[src/rtl/sdo_capture_if.sv]
// Capture-stage bundle: frame control and SO line in; read FIFO, status and flags out.
// The master side is the sequencer/EEPROM side; the slave side is sdo_capture.
interface sdo_capture_if #(
  parameter int OP_CYC = 8
) ();
  logic              csb;
  logic [OP_CYC-1:0] inst;
  logic              sdo;
  logic              rd_en;
  logic              ovf_clr;
  logic [OP_CYC-1:0] rd_data;
  logic              empty;
  logic              full;
  logic              overflow;
  logic              byte_valid;
  logic [OP_CYC-1:0] status_reg;
  logic              wip;

  modport master (
    output csb, inst, sdo, rd_en, ovf_clr,
    input  rd_data, empty, full, overflow, byte_valid, status_reg, wip
  );

  modport slave (
    input  csb, inst, sdo, rd_en, ovf_clr,
    output rd_data, empty, full, overflow, byte_valid, status_reg, wip
  );
endinterface

[src/rtl/sdo_capture.sv]
// Deserializes EEPROM SO bytes MSB-first into a show-ahead FIFO and tracks the RDSR status byte.
// Data visible 1 cycle after the completing sample edge; a push into a full FIFO without a pop is dropped and flagged.
module sdo_capture #(
  parameter int CLK_SCK_SCAL = 40,
  parameter int SAMPLE_PT    = 20,
  parameter int OP_CYC       = 8,
  parameter int FIFO_DEPTH   = 4
) (
  input  logic           clk,
  input  logic           reset,
  sdo_capture_if.slave   bus
);
  localparam int CNT_W = $clog2(CLK_SCK_SCAL);
  localparam int IDX_W = (OP_CYC > 1) ? $clog2(OP_CYC) : 1;
  localparam int PTR_W = $clog2(FIFO_DEPTH);

  localparam logic [CNT_W-1:0]  CNT_LAST  = CNT_W'(CLK_SCK_SCAL - 1);
  localparam logic [CNT_W-1:0]  CNT_SMP   = CNT_W'(SAMPLE_PT);
  localparam logic [IDX_W-1:0]  IDX_LAST  = IDX_W'(OP_CYC - 1);
  localparam logic [5:0]        HDR_SAT   = 6'd32;
  localparam logic [PTR_W:0]    CNT_FULL  = (PTR_W+1)'(FIFO_DEPTH);
  localparam logic [OP_CYC-1:0] OP_RDSR   = OP_CYC'(8'h05);
  localparam logic [OP_CYC-1:0] OP_READ   = OP_CYC'(8'h03);
  localparam logic [OP_CYC-1:0] OP_FREAD  = OP_CYC'(8'h0B);

  logic [CNT_W-1:0]  cnt_q, cnt_d;
  logic [5:0]        hdr_cnt_q, hdr_cnt_d;
  logic [IDX_W-1:0]  bit_idx_q, bit_idx_d;
  logic [OP_CYC-1:0] shreg_q, shreg_d;
  logic [OP_CYC-1:0] mem_q [FIFO_DEPTH];
  logic [PTR_W-1:0]  wr_ptr_q, wr_ptr_d, rd_ptr_q, rd_ptr_d;
  logic [PTR_W:0]    count_q, count_d;
  logic              empty_q, empty_d, full_q, full_d;
  logic              ovf_q, ovf_d, bv_q, bv_d;
  logic [OP_CYC-1:0] status_q, status_d;

  logic              cap_en, wrap, sample, byte_done, pop, do_push;
  logic [5:0]        hdr_len;
  logic [OP_CYC-1:0] new_byte;

  always_comb begin
    cap_en  = 1'b1;
    hdr_len = 6'd8;
    case (bus.inst)
      OP_RDSR:  hdr_len = 6'd8;
      OP_READ:  hdr_len = 6'd24;
      OP_FREAD: hdr_len = 6'd32;
      default:  cap_en  = 1'b0;
    endcase
  end

  always_comb begin
    wrap      = (cnt_q == CNT_LAST);
    sample    = !bus.csb && cap_en && (hdr_cnt_q >= hdr_len) && (cnt_q == CNT_SMP);
    byte_done = sample && (bit_idx_q == IDX_LAST);
    new_byte  = {shreg_q[OP_CYC-2:0], bus.sdo};
    pop       = bus.rd_en && !empty_q;
    do_push   = byte_done && (!full_q || pop);

    cnt_d     = cnt_q;
    hdr_cnt_d = hdr_cnt_q;
    bit_idx_d = bit_idx_q;
    shreg_d   = shreg_q;
    if (bus.csb) begin
      // Frame end: any partial byte is abandoned, FIFO and status survive.
      cnt_d     = '0;
      hdr_cnt_d = '0;
      bit_idx_d = '0;
      shreg_d   = '0;
    end else begin
      cnt_d = wrap ? '0 : cnt_q + 1'b1;
      if (wrap && hdr_cnt_q != HDR_SAT) hdr_cnt_d = hdr_cnt_q + 6'd1;
      if (sample) begin
        shreg_d   = new_byte;
        bit_idx_d = (bit_idx_q == IDX_LAST) ? '0 : bit_idx_q + 1'b1;
      end
    end

    wr_ptr_d = do_push ? wr_ptr_q + 1'b1 : wr_ptr_q;
    rd_ptr_d = pop ? rd_ptr_q + 1'b1 : rd_ptr_q;
    case ({do_push, pop})
      2'b10:   count_d = count_q + 1'b1;
      2'b01:   count_d = count_q - 1'b1;
      default: count_d = count_q;
    endcase
    full_d  = (count_d == CNT_FULL);
    empty_d = (count_d == '0);

    // A dropping push beats a same-edge clear.
    if (byte_done && full_q && !pop) ovf_d = 1'b1;
    else if (bus.ovf_clr)            ovf_d = 1'b0;
    else                             ovf_d = ovf_q;

    status_d = (byte_done && bus.inst == OP_RDSR) ? new_byte : status_q;
    bv_d     = byte_done;
  end

  always_ff @(posedge clk or posedge reset) begin
    if (reset) begin
      cnt_q     <= '0;
      hdr_cnt_q <= '0;
      bit_idx_q <= '0;
      shreg_q   <= '0;
      wr_ptr_q  <= '0;
      rd_ptr_q  <= '0;
      count_q   <= '0;
      empty_q   <= 1'b1;
      full_q    <= 1'b0;
      ovf_q     <= 1'b0;
      bv_q      <= 1'b0;
      status_q  <= '0;
      for (int i = 0; i < FIFO_DEPTH; i++) mem_q[i] <= '0;
    end else begin
      cnt_q     <= cnt_d;
      hdr_cnt_q <= hdr_cnt_d;
      bit_idx_q <= bit_idx_d;
      shreg_q   <= shreg_d;
      wr_ptr_q  <= wr_ptr_d;
      rd_ptr_q  <= rd_ptr_d;
      count_q   <= count_d;
      empty_q   <= empty_d;
      full_q    <= full_d;
      ovf_q     <= ovf_d;
      bv_q      <= bv_d;
      status_q  <= status_d;
      if (do_push) mem_q[wr_ptr_q] <= new_byte;
    end
  end

  assign bus.rd_data    = empty_q ? '0 : mem_q[rd_ptr_q];
  assign bus.empty      = empty_q;
  assign bus.full       = full_q;
  assign bus.overflow   = ovf_q;
  assign bus.byte_valid = bv_q;
  assign bus.status_reg = status_q;
  assign bus.wip        = status_q[0];
endmodule

[src/flat_wrapper.sv]
// flat-port wrapper written by rule: the top's interface ports become plain ports
module sdo_capture_flat 
#(
  parameter int CLK_SCK_SCAL = 40,
  parameter int SAMPLE_PT    = 20,
  parameter int OP_CYC       = 8,
  parameter int FIFO_DEPTH   = 4
)
  (clk, reset, bus_csb, bus_inst, bus_sdo, bus_rd_en, bus_ovf_clr, bus_rd_data, bus_empty, bus_full, bus_overflow, bus_byte_valid, bus_status_reg, bus_wip);
  sdo_capture_if #(.OP_CYC(OP_CYC)) bus_i ();
  input  logic clk;
  input  logic reset;
  input wire logic [$bits(bus_i.csb)-1:0] bus_csb;
  input wire logic [$bits(bus_i.inst)-1:0] bus_inst;
  input wire logic [$bits(bus_i.sdo)-1:0] bus_sdo;
  input wire logic [$bits(bus_i.rd_en)-1:0] bus_rd_en;
  input wire logic [$bits(bus_i.ovf_clr)-1:0] bus_ovf_clr;
  output wire logic [$bits(bus_i.rd_data)-1:0] bus_rd_data;
  output wire logic [$bits(bus_i.empty)-1:0] bus_empty;
  output wire logic [$bits(bus_i.full)-1:0] bus_full;
  output wire logic [$bits(bus_i.overflow)-1:0] bus_overflow;
  output wire logic [$bits(bus_i.byte_valid)-1:0] bus_byte_valid;
  output wire logic [$bits(bus_i.status_reg)-1:0] bus_status_reg;
  output wire logic [$bits(bus_i.wip)-1:0] bus_wip;
  assign bus_i.csb = bus_csb;
  assign bus_i.inst = bus_inst;
  assign bus_i.sdo = bus_sdo;
  assign bus_i.rd_en = bus_rd_en;
  assign bus_i.ovf_clr = bus_ovf_clr;
  assign bus_rd_data = bus_i.rd_data;
  assign bus_empty = bus_i.empty;
  assign bus_full = bus_i.full;
  assign bus_overflow = bus_i.overflow;
  assign bus_byte_valid = bus_i.byte_valid;
  assign bus_status_reg = bus_i.status_reg;
  assign bus_wip = bus_i.wip;
  sdo_capture #(.CLK_SCK_SCAL(CLK_SCK_SCAL), .SAMPLE_PT(SAMPLE_PT), .OP_CYC(OP_CYC), .FIFO_DEPTH(FIFO_DEPTH)) u_core (.clk(clk), .reset(reset), .bus(bus_i));
endmodule
[config.mk]
export PLATFORM = sky130hd
export DESIGN_NAME = sdo_capture_flat
export DESIGN_NICKNAME = d
export VERILOG_FILES = /design/src/rtl/sdo_capture_if.sv /design/src/rtl/sdo_capture.sv /design/src/flat_wrapper.sv
export SDC_FILE = /design/constraint.sdc
export NUM_CORES = 1
export LEC_CHECK = 0
export ABC_AREA = 1
export CAP_MARGIN = 10
export CORE_ASPECT_RATIO = 1.25
export CORE_MARGIN = 2
export CORE_UTILIZATION = 29
export DETAILED_ROUTE_END_ITERATION = 10
export GPL_TIMING_DRIVEN = 0
export RECOVER_POWER = 25
export SLEW_MARGIN = 0
export SYNTH_ARGS = -nofsm -noshare
export SYNTH_HDL_FRONTEND = slang
export SYNTH_SLANG_ARGS = --single-unit
[constraint.sdc]
create_clock -name clk -period 7.2 [get_ports clk]
set_input_delay 2.16 -clock clk [delete_from_list [all_inputs] [get_ports clk]]
set_output_delay 2.16 -clock clk [all_outputs]
set_load 0.1 [all_outputs]
* After elaboration in Yosys (flattened, before gate mapping)
Index checks and enable logic that the tools add are counted.
** Word-level totals
- Register bits :: 73
- Latch bits :: 0
- Memory bits (writable) :: 0
- Memory bits (read-only) :: 0
- Input bits :: 14
- Output and inout bits :: 21
- Word-level logic and storage cells :: 81
- Memories :: 0
** Operators by class
- Add/subtract/negate cells :: 7
- Multiply operators :: 0
- Divide/modulo/power cells :: 0
- Magnitude comparators :: 4
- Eq/ne operators :: 10
- Shift operators :: 0
- Mux-type cells :: 21
- Bitwise operators :: 2
- Reduce and logical (&&, ||, !) cells :: 21
** Operators by type and width (count)
- 32-bit bitwise mux :: 1
- 8-bit 2-to-1 mux :: 4
- 6-bit 2-to-1 mux :: 4
- 8-bit binary-select mux with 2-bit select :: 1
- 8-bit demux with 2-bit select :: 1
- 7-bit 2-to-1 mux :: 2
- 6-bit by 1-bit adder with 6-bit output, second input constant :: 2
- 6-bit one-hot mux with 2 select lines :: 1
- 1-bit logical AND :: 11
- 3-bit 2-to-1 mux :: 3
- 8-bit by 2-bit == test with 1-bit output, second input constant :: 1
- 8-bit by 3-bit == test with 1-bit output, second input constant :: 1
- 8-bit by 4-bit == test with 1-bit output, second input constant :: 1
- 3-bit by 1-bit adder with 3-bit output, second input constant :: 2
- 3-bit == test, second input constant :: 2
- 6-bit by 5-bit == test with 1-bit output, second input constant :: 1
- 6-bit == test, second input constant :: 1
- 3-bit >= comparator, second input constant :: 2
- 6-bit >= comparator :: 1
- 6-bit inequality test, second input constant :: 1
- 2-bit NOT with 3-bit output :: 2
- 3-bit one-hot mux with 2 select lines :: 1
- 2-bit nonzero test :: 3
- 2-bit by 1-bit adder with 2-bit output, second input constant :: 2
- 9 further kinds :: 14

* Depth between registers and ports, before layout
Gate-level depths: netlist (run 1).
- Depth after elaboration :: 11
- Depth in mapped cells :: 20
- Mapped depth without buffers :: 19

* Least setup slack after synthesis (run 1)
No wires, ideal clock.
- Path kind :: input to register
- Start point :: in bus_inst[6]
- End point :: reg u_core.full_q, in the netlist u_core.bus.full
- Setup time :: 71 ps
- Arrival :: 4818 ps
- Required time :: 7129 ps
- Slack :: 2310 ps
- Stages :: 18
- Buffers on the path :: 1
- Cell sequence :: inv_1 -> nand2_1 -> nor2_4 -> nand2_2 -> ha_1 -> nand2_1 -> inv_1 -> nand2_1 -> nand2_1 -> nand4_4 -> nor2_4 -> buf_6 -> inv_1 -> ha_1 -> fa_1 -> mux2_2 -> or2_2 -> nor2_1
** On the way
- Word-level cells in the longest chain between the ends :: 11
- Elaborated cells between the ends (all ways) :: 16
- Those cells by class :: 1 x order compare; 6 x eq/ne; 3 x mux; 6 x reduce/logical
** RTL lines
- start: declaration :: line flat_wrapper.sv:14 : input wire logic [$bits(bus_i.inst)-1:0] bus_inst;
- parallel branches: the longest is 4 deep, another holds 6-bit >= comparator
- 1-bit logical AND (*) (2 in a row) :: line sdo_capture.sv:54 : sample = !bus.csb && cap_en && (hdr_cnt_q >= hdr_len) && (cnt_q == CNT_SMP);
- 1-bit logical AND (*) :: line sdo_capture.sv:55 : byte_done = sample && (bit_idx_q == IDX_LAST);
- 1-bit logical AND (*) :: line sdo_capture.sv:58 : do_push = byte_done && (!full_q || pop);
- 2-bit by 1-bit == test with 1-bit output or 2-bit == test (tied branches) :: line sdo_capture.sv:81 : case ({do_push, pop})
- 3-bit one-hot mux with 2 select lines (*) :: line sdo_capture.sv:81
- named net u_core.count_d[1] :: line sdo_capture.sv:32 : logic [PTR_W:0] count_q, count_d;
- 3-bit == test (*) :: line sdo_capture.sv:86 : full_d = (count_d == CNT_FULL);
- named net u_core.full_d :: line sdo_capture.sv:33 : logic empty_q, empty_d, full_q, full_d;
- end signal: assignment :: line sdo_capture.sv:122 : full_q <= full_d;
- end: declaration :: line sdo_capture.sv:33
Mark *: on every way through the listed nets, which the timed path passes.
A chain may end at the register's enable or synchronous reset.

* Final worst setup path (run 1)
- Start point :: reg u_core.rd_ptr_q[1]
- End point :: out bus_rd_data[3]
** On the way
- Word-level cells in the longest chain between the ends :: 5
** RTL lines
- start: declaration :: line sdo_capture.sv:31 : logic [PTR_W-1:0] wr_ptr_q, wr_ptr_d, rd_ptr_q, rd_ptr_d;
- start signal: assignment :: line sdo_capture.sv:119 : rd_ptr_q <= rd_ptr_d;
- 2-bit NOT with 3-bit output (implied by the code) :: line sdo_capture.sv:130 : assign bus.rd_data = empty_q ? '0 : mem_q[rd_ptr_q];
- 8-bit binary-select mux with 2-bit select :: line sdo_capture.sv:130
- 8-bit 2-to-1 mux (implied by the code) (2 in a row) :: line sdo_capture.sv:130
- 8-bit 2-to-1 mux :: line sdo_capture.sv:130
- end: declaration :: line flat_wrapper.sv:18 : output wire logic [$bits(bus_i.rd_data)-1:0] bus_rd_data;
Every way passes these cells. The select of a mux whose other input is x is not followed.

==> summary.txt, run 1 <==
STA
  • Final hold vios: 0
  • Final hold slack: 0.468 ns
  • Worst-Margin Slew: slightly below 1 ns
  • Worst rel slew slack: 34.0%
  • Maximum clock rate: 188 MHz
  • Unrepaired setup endpoints after global routing: false
  • Period utilization: about three quarters
  • Total negative setup slack: 0 ns
  • Max Clock Skew: approximately 0.0032 ns
  • Crit path time final: approximately 5.3 ns
  • Max Slew Vio Count: 0
  • Post-route worst setup slack: 1.88 ns
  • Final setup fails: 0

Global routing
  • Total gr overflow: 0
  • First-pass GRT wire length: 15.0 mm
  • Initial antenna violation count: 0
  • Number of global-route vias before repair: between 3000 and 4000
  • Largest net degree at the start of global routing: 64
  • All-Layer GR Usage: 13.6%

Yosys
  • Mapped Area: about 0.0038 mm^2
  • Yosys warning total: 0
  • Seq cells post-synth: 73
  • Post-synth EDFFs: 0
  • Dominant synthesized flop cell: dfrtp_1
  • Syn_nets: approximately 480
  • Syn avg cell area: between 8 and 9 um^2
  • Ys async rst share: between 90% and 100%
  • Seq/Total Area, Yosys: 47.7%
  • Distinct cells, synth: 34
  • Post-Synthesis Cells: around 450
  • Area leader, netlist: dfrtp_1
  • Synth top area share: a little under half
  • Synth top area cells: dfrtp_1, nand2_1, nand3_1

Critical path
  • CP max stage delay: 1.16 ns
  • Arr. time, crit path: ~3.2 ns
  • Crit. End Element: primary output
  • Worst-path cell chain: clkbuf_1 > clkinv_1 > nor2_1 > o21ai_0 > a21oi_1 > clkdlybuf4s50_1
  • Crit Reg-Reg Startpoint: u_core.hdr_cnt_q[3]
  • Crit path max-delay family: buffers and inverters
  • Worst Setup Start Kind: flop
  • Buf+Inv Stages, Crit Path: 3
  • Required @ worst endpoint: roughly 5.0 ns
  • Setup CP Type: flop to primary output
  • Slowest-stage cell, CP: clkdlybuf4s50_1
  • Worst setup path startpoint: u_core.rd_ptr_q[1]
  • Crit Path Max Fanout: 9

Pwr
  • Sw Share: between 40% and 50%
  • PwrDens: 299 mW/mm^2
  • Register share of total power: 31.4%
  • Leak Pwr: about 2.3 nW
  • Logic pwr share: between 30 and 40%
  • Pwr Total: around 1.4 mW
  • Int Pwr: around 0.83 mW
  • NetSw: approximately 0.58 mW
  • Clock share of power: between 30% and 40%
  • VDD IR max: around 0.00027 V

Layout
  • Post-route cell area: 0.00471 mm^2
  • Largest register FFs: 32
  • Fin util: between 30% and 40%
  • Final Non-Filler Cells: 676
  • Final #Nets: roughly 530
  • Synthesis-to-finish area growth: 22.9%
  • ANT cells: 0
  • Most frequent cells in the layout: nand2_1, dfrtp_1, inv_1, nor2_1, nand3_1
  • Layout cell share with drive strength beyond 1: between 10% and 20%
  • Most common cell after layout, fill and taps aside: nand2_1

Outcome
  • Outcome: completed

Clock tree
  • TritonCTS clock tree: built
  • Post-cts hold buffer count: 0
  • Reg clk slew, reported paths: about 0.050 ns
  • Clock buffer depth: 2
  • Total CTS buffers: 9
  • Clock Latency Late Sink: around 0.33 ns
  • H-tree levels: 3
  • Setup Fix Bufs, Post-CTS: 0
  • # resized after CTS: 0
  • CTS Sinks: 73
  • Root Buffer Master: clkbuf_16

Worst hold path
  • Hold crit path type: flop to flop
  • Hold path start: u_core.mem_q[4]

Placed design
  • Placed Instances: 660
  • Final HPWL DP: 6.45 mm
  • Gp weighted congestion: around 0.80
  • Post-Place Cell Area: about 0.0044 mm^2
  • Post-place setup slack: between 1.5 and 2 ns
  • Port buffer count: 34

Run
  • Maxcap violations: 0

Route
  • Wire length per cell: between 10 and 15 um
  • Final wirelength: about 8.9 mm
  • DR vias/cell: about 4.6
  • Drc violations: 0
  • Via count: a little over 3000
  • Post-DRT Antenna Nets: 0
  • Drt first pass iters: 4
  • DRT iter0 DRCs: between 100 and 150

Floorplan
  • Core area: roughly 0.013 mm^2
  • Die Area: ~0.014 mm^2
  • IO Count: 35
  • Row Count: between 40 and 50
  • Die span in x: 107 um
  • Die height: 133 um
  • Initial Utilization: just under 30%
## cell families after synthesis
group | synth area share, %
compound gates | 7.47
xor+xnor | 1.37
buf+inv | 8.09
flops | 47.7
mux | 0.294
simple gates | 30.0
fa+ha+maj | 5.09
## cells in the mapped netlist, types with 6 or more instances
| library cell | n |
|---|---|
| nand2_2 | 6 |
| o21ai_1 | 9 |
| dfrtp_1 | 72 |
| nor2_1 | 47 |
| inv_1 | 48 |
| nand3_1 | 44 |
| inv_2 | 6 |
| nand2_1 | 110 |
| ha_1 | 14 |
| a21oi_1 | 18 |
| o21ai_0 | 29 |
## worst register-to-register path, stage by stage (launching register included)
cell and delay [ns]:
dfrtp_1 0.34, inv_1 0.11, ha_1 0.30, nand3_1 0.07, nand2_1 0.06, nand2_1 0.05, nand2_1 0.15, nand4_4 0.14
nor2_4 0.20, buf_6 0.17, inv_1 0.05, ha_1 0.23, fa_1 0.48, mux2_2 0.28, or2_2 0.29, nor2_1 0.12
## routing by layer
metal,up-vias,track usage [%],routed length (um)
li1,1548,-,-
met1,1498,16.1,3810
met2,43,23.8,4710
met3,12,3.00,243
met4,0,5.12,163
met5,-,0,0
## power by group through the flow
stage               registers (mW)  logic, mW  clock network (mW)
floorplan                    0.467      0.387                   0
global placement             0.448      0.527                   0
detailed placement           0.450      0.533                   0
CTS                          0.443      0.535               0.445
global route                 0.445      0.570               0.460
finish                       0.442      0.532               0.436
## area by class of cell
class | count | area (um^2)
Sequential cell | 73 | 1830
Multi-Input combinational cell | 311 | 1700
Clock buffer | 14 | 284
Timing Repair Buffer | 35 | 368
Fill cell | 1345 | 8340
Clock inverter | 2 | 10.0
Buffer | 15 | 104
Inverter | 55 | 208
Tap cell | 171 | 214
## path summary, 6_finish.rpt
check	to	slack (ns)	depth (start not counted)
min in group asynchronous	u_core.hdr_cnt_q[2]	2.34	2
max in group asynchronous	u_core.bus.empty	4.15	3
setup reg to reg	u_core.bus.full	4.10	15
hold reg to reg	u_core.mem_q[4]	0.47	2
setup / recovery	bus_rd_data[3]	1.88	6
hold / removal	u_core.mem_q[4]	0.47	2
(Power assumes the default switching activity.)
==> run 2: changes to the inputs <==
==> constraint.sdc (replaced) <==
create_clock -name clk -period 5.4 [get_ports clk]
set_input_delay 1.62 -clock clk [delete_from_list [all_inputs] [get_ports clk]]
set_output_delay 1.62 -clock clk [all_outputs]
set_load 0.1 [all_outputs]
==> run 2 against run 1 <==
Against the previous run: the flow now finishes with violations (capacitance limit, slew limit); sequential cell count unchanged; critical endpoint unchanged; non-clock buffer count unchanged; routed wire length hardly changed; final cell count is the same; via count is 0.23% lower; clock power increased by 33%; register-to-register slack worse by 1.8 ns; design area shrank 0.48%; critical path depth unchanged; sequential share of layout area grew 0.19 points; count of clock-buffer cells in the layout is the same.
==> summary.txt, run 2 (same netlist as run 1, synthesis figures left out) <==
Critical path
  • Crit. End Element: primary output (unchanged)
  • Crit Reg-Reg Startpoint: u_core.hdr_cnt_q[3] (unchanged)
  • Worst setup path startpoint: u_core.rd_ptr_q[1] (unchanged)
  • Setup CP Type: flop to primary output (unchanged)
  • FF-to-FF path depth: 15 (unchanged)
  • Crit Path Max Fanout: 9 (unchanged)
  • Worst Setup Start Kind: flop (unchanged)
  • Arr. time, crit path: 3.17 ns (was 3.16 ns)
  • Required @ worst endpoint: 3.78 ns (was 5.04 ns)

Layout
  • Synthesis-to-finish area growth: 22.3% (was 22.9%)
  • Final #Nets: 529 (unchanged)
  • Largest register FFs: 32 (unchanged)
  • ANT cells: 0 (unchanged)
  • Final Non-Filler Cells: 676 (unchanged)
  • Most common cell after layout, fill and taps aside: nand2_1 (unchanged)
  • Most frequent cells in the layout: nand2_1, dfrtp_1, inv_1, nor2_1, nand3_1 (unchanged)
  • Layout cell share with drive strength beyond 1: 11.7% (unchanged)

Worst hold path
  • Hold path start: u_core.mem_q[4] (unchanged)
  • Hold path cells: 2 (unchanged)
  • Hold crit path type: flop to flop (unchanged)

STA
  • Final hold vios: 0 (unchanged)
  • Max Clock Skew: 0.00308 ns (was 0.00321 ns)
  • Final setup fails: 0 (unchanged)
  • Period utilization: 88.7%
  • Maximum clock rate: around 210 MHz
  • Final hold slack: 0.468 ns (about the same)
  • Unrepaired setup endpoints after global routing: false (unchanged)
  • Total negative setup slack: 0 ns (unchanged)
  • Crit path time final: ~4.8 ns
  • Post-route worst setup slack: 0.613 ns (was 1.88 ns)
  • Worst rel slew slack: -4.38% (was 34.0%)
  • Max Slew Vio Count: 64 (was 0)
  • Worst-Margin Slew: 1.57 ns (was 0.988 ns)

Floorplan
  • Row Count: 47 (unchanged)
  • Core area: 0.0131 mm^2 (unchanged)
  • Die Area: 0.0142 mm^2 (unchanged)
  • Initial Utilization: 29.4% (unchanged)
  • Die span in x: 107 um (unchanged)
  • Die height: 133 um (unchanged)
  • IO Count: 35 (unchanged)

Clock tree
  • Total CTS buffers: 9 (unchanged)
  • H-tree levels: 3 (unchanged)
  • # resized after CTS: 0 (unchanged)
  • CTS Sinks: 73 (unchanged)
  • Reg clk slew, reported paths: 0.05 ns (about the same)
  • Root Buffer Master: clkbuf_16 (unchanged)
  • Setup Fix Bufs, Post-CTS: 0 (unchanged)
  • Clock buffer depth: 2 (unchanged)
  • Post-cts hold buffer count: 0 (unchanged)
  • TritonCTS clock tree: built (unchanged)
  • Clock Latency Late Sink: 0.33 ns (about the same)

Pwr
  • Int Pwr: 1.11 mW (was 0.835 mW)
  • Leak Pwr: 2.33 nW (was 2.34 nW)
  • Register share of total power: 31.4% (about the same)
  • NetSw: 0.767 mW (was 0.576 mW)
  • Clock share of power: 31.0% (about the same)
  • Sw Share: 40.8% (about the same)
  • VDD IR max: 0.000364 V (was 0.000273 V)
  • PwrDens: 400 mW/mm^2 (was 299 mW/mm^2)
  • Logic pwr share: 37.6% (was 37.7%)
  • Pwr Total: 1.88 mW (was 1.41 mW)

Route
  • Final wirelength: 8.94 mm (was 8.93 mm)
  • DR vias/cell: 4.58 (was 4.59)
  • Post-DRT Antenna Nets: 0 (unchanged)
  • Drt first pass iters: 4 (unchanged)
  • Wire length per cell: 13.2 um (about the same)
  • Drc violations: 0 (unchanged)
  • DRT iter0 DRCs: 128 (unchanged)
  • Via count: 3094 (was 3101)

Global routing
  • Number of global-route vias before repair: 3078 (unchanged)
  • First-pass GRT wire length: 15.0 mm (unchanged)
  • Initial antenna violation count: 0 (unchanged)
  • Total gr overflow: 0 (unchanged)
  • All-Layer GR Usage: 13.6% (unchanged)
  • Largest net degree at the start of global routing: 64 (unchanged)

Outcome
  • Outcome: finished with violations (was completed)
  • Violated checks: capacitance limit, slew limit

Placed design
  • Placed Instances: 660 (unchanged)
  • Post-place setup slack: 0.322 ns (was 1.58 ns)
  • Final HPWL DP: 6.45 mm (unchanged)
  • Port buffer count: 34 (unchanged)
  • Gp weighted congestion: 0.798 (unchanged)

Run
  • Maxcap violations: 1 (was 0)
## run 2: power groups by stage
stage | clock network [mW] | registers [mW] | logic, mW
final | 0.582 | 0.590 | 0.706
after global routing | 0.614 | 0.593 | 0.757
after CTS | 0.593 | 0.590 | 0.713
after detailed placement | 0 | 0.600 | 0.711
after global placement | 0 | 0.598 | 0.703
after floorplan | 0 | 0.622 | 0.516
## run 2: stage by stage
step / cell area (um^2) / utilization (%)
finish: 4690 / 35.9
global placement: 4390 / 33.6
CTS: 4710 / 36.1
global route: 4690 / 35.9
detailed placement: 4420 / 33.9
floorplan: 3840 / -
## run 2: layer usage
metal / wire length, um / vias up / GRT usage [%]
met4: 163 / 0 / 5.12
met2: 4720 / 40 / 23.8
met3: 239 / 12 / 3.00
li1: - / 1546 / -
met5: 0 / - / 0
met1: 3810 / 1496 / 16.1
## run 2: critical path, stage by stage (launching register included)
cell	delay [ns]
dfrtp_1	0.31
clkbuf_1	0.38
clkinv_1	0.41
nor2_1	0.23
o21ai_0	0.14
a21oi_1	0.19
clkdlybuf4s50_1	1.16
## run 2: path summary, 6_finish.rpt
check | endpoint | slack [ns]
worst max-delay path | bus_rd_data[3] | 0.61
worst min-delay path | u_core.mem_q[4] | 0.47
worst max register to register | u_core.bus.full | 2.31
worst min register to register | u_core.mem_q[4] | 0.47
max in group asynchronous | u_core.mem_q[17] | 1.78
min in group asynchronous | u_core.hdr_cnt_q[2] | 1.76
## run 2: cell type report
class	instances	area (um^2)
clock inverters	2	10.0
plain buffers	15	104
flip-flops and latches	73	1830
clock buffers	14	284
inverters	55	208
multi-input cells	311	1700
repair buffers	35	345
well taps	171	214
fillers	1348	8360
==> run 3: changes to the inputs <==
--- a/config.mk
+++ b/config.mk
@@ -6,7 +6,6 @@
 export NUM_CORES = 1
 export LEC_CHECK = 0
 export ABC_AREA = 1
-export CAP_MARGIN = 10
 export CORE_ASPECT_RATIO = 1.25
 export CORE_MARGIN = 2
 export CORE_UTILIZATION = 29
==> results of run 3 <==
The final DEF is identical to that of run 2; final timing and power are the same.
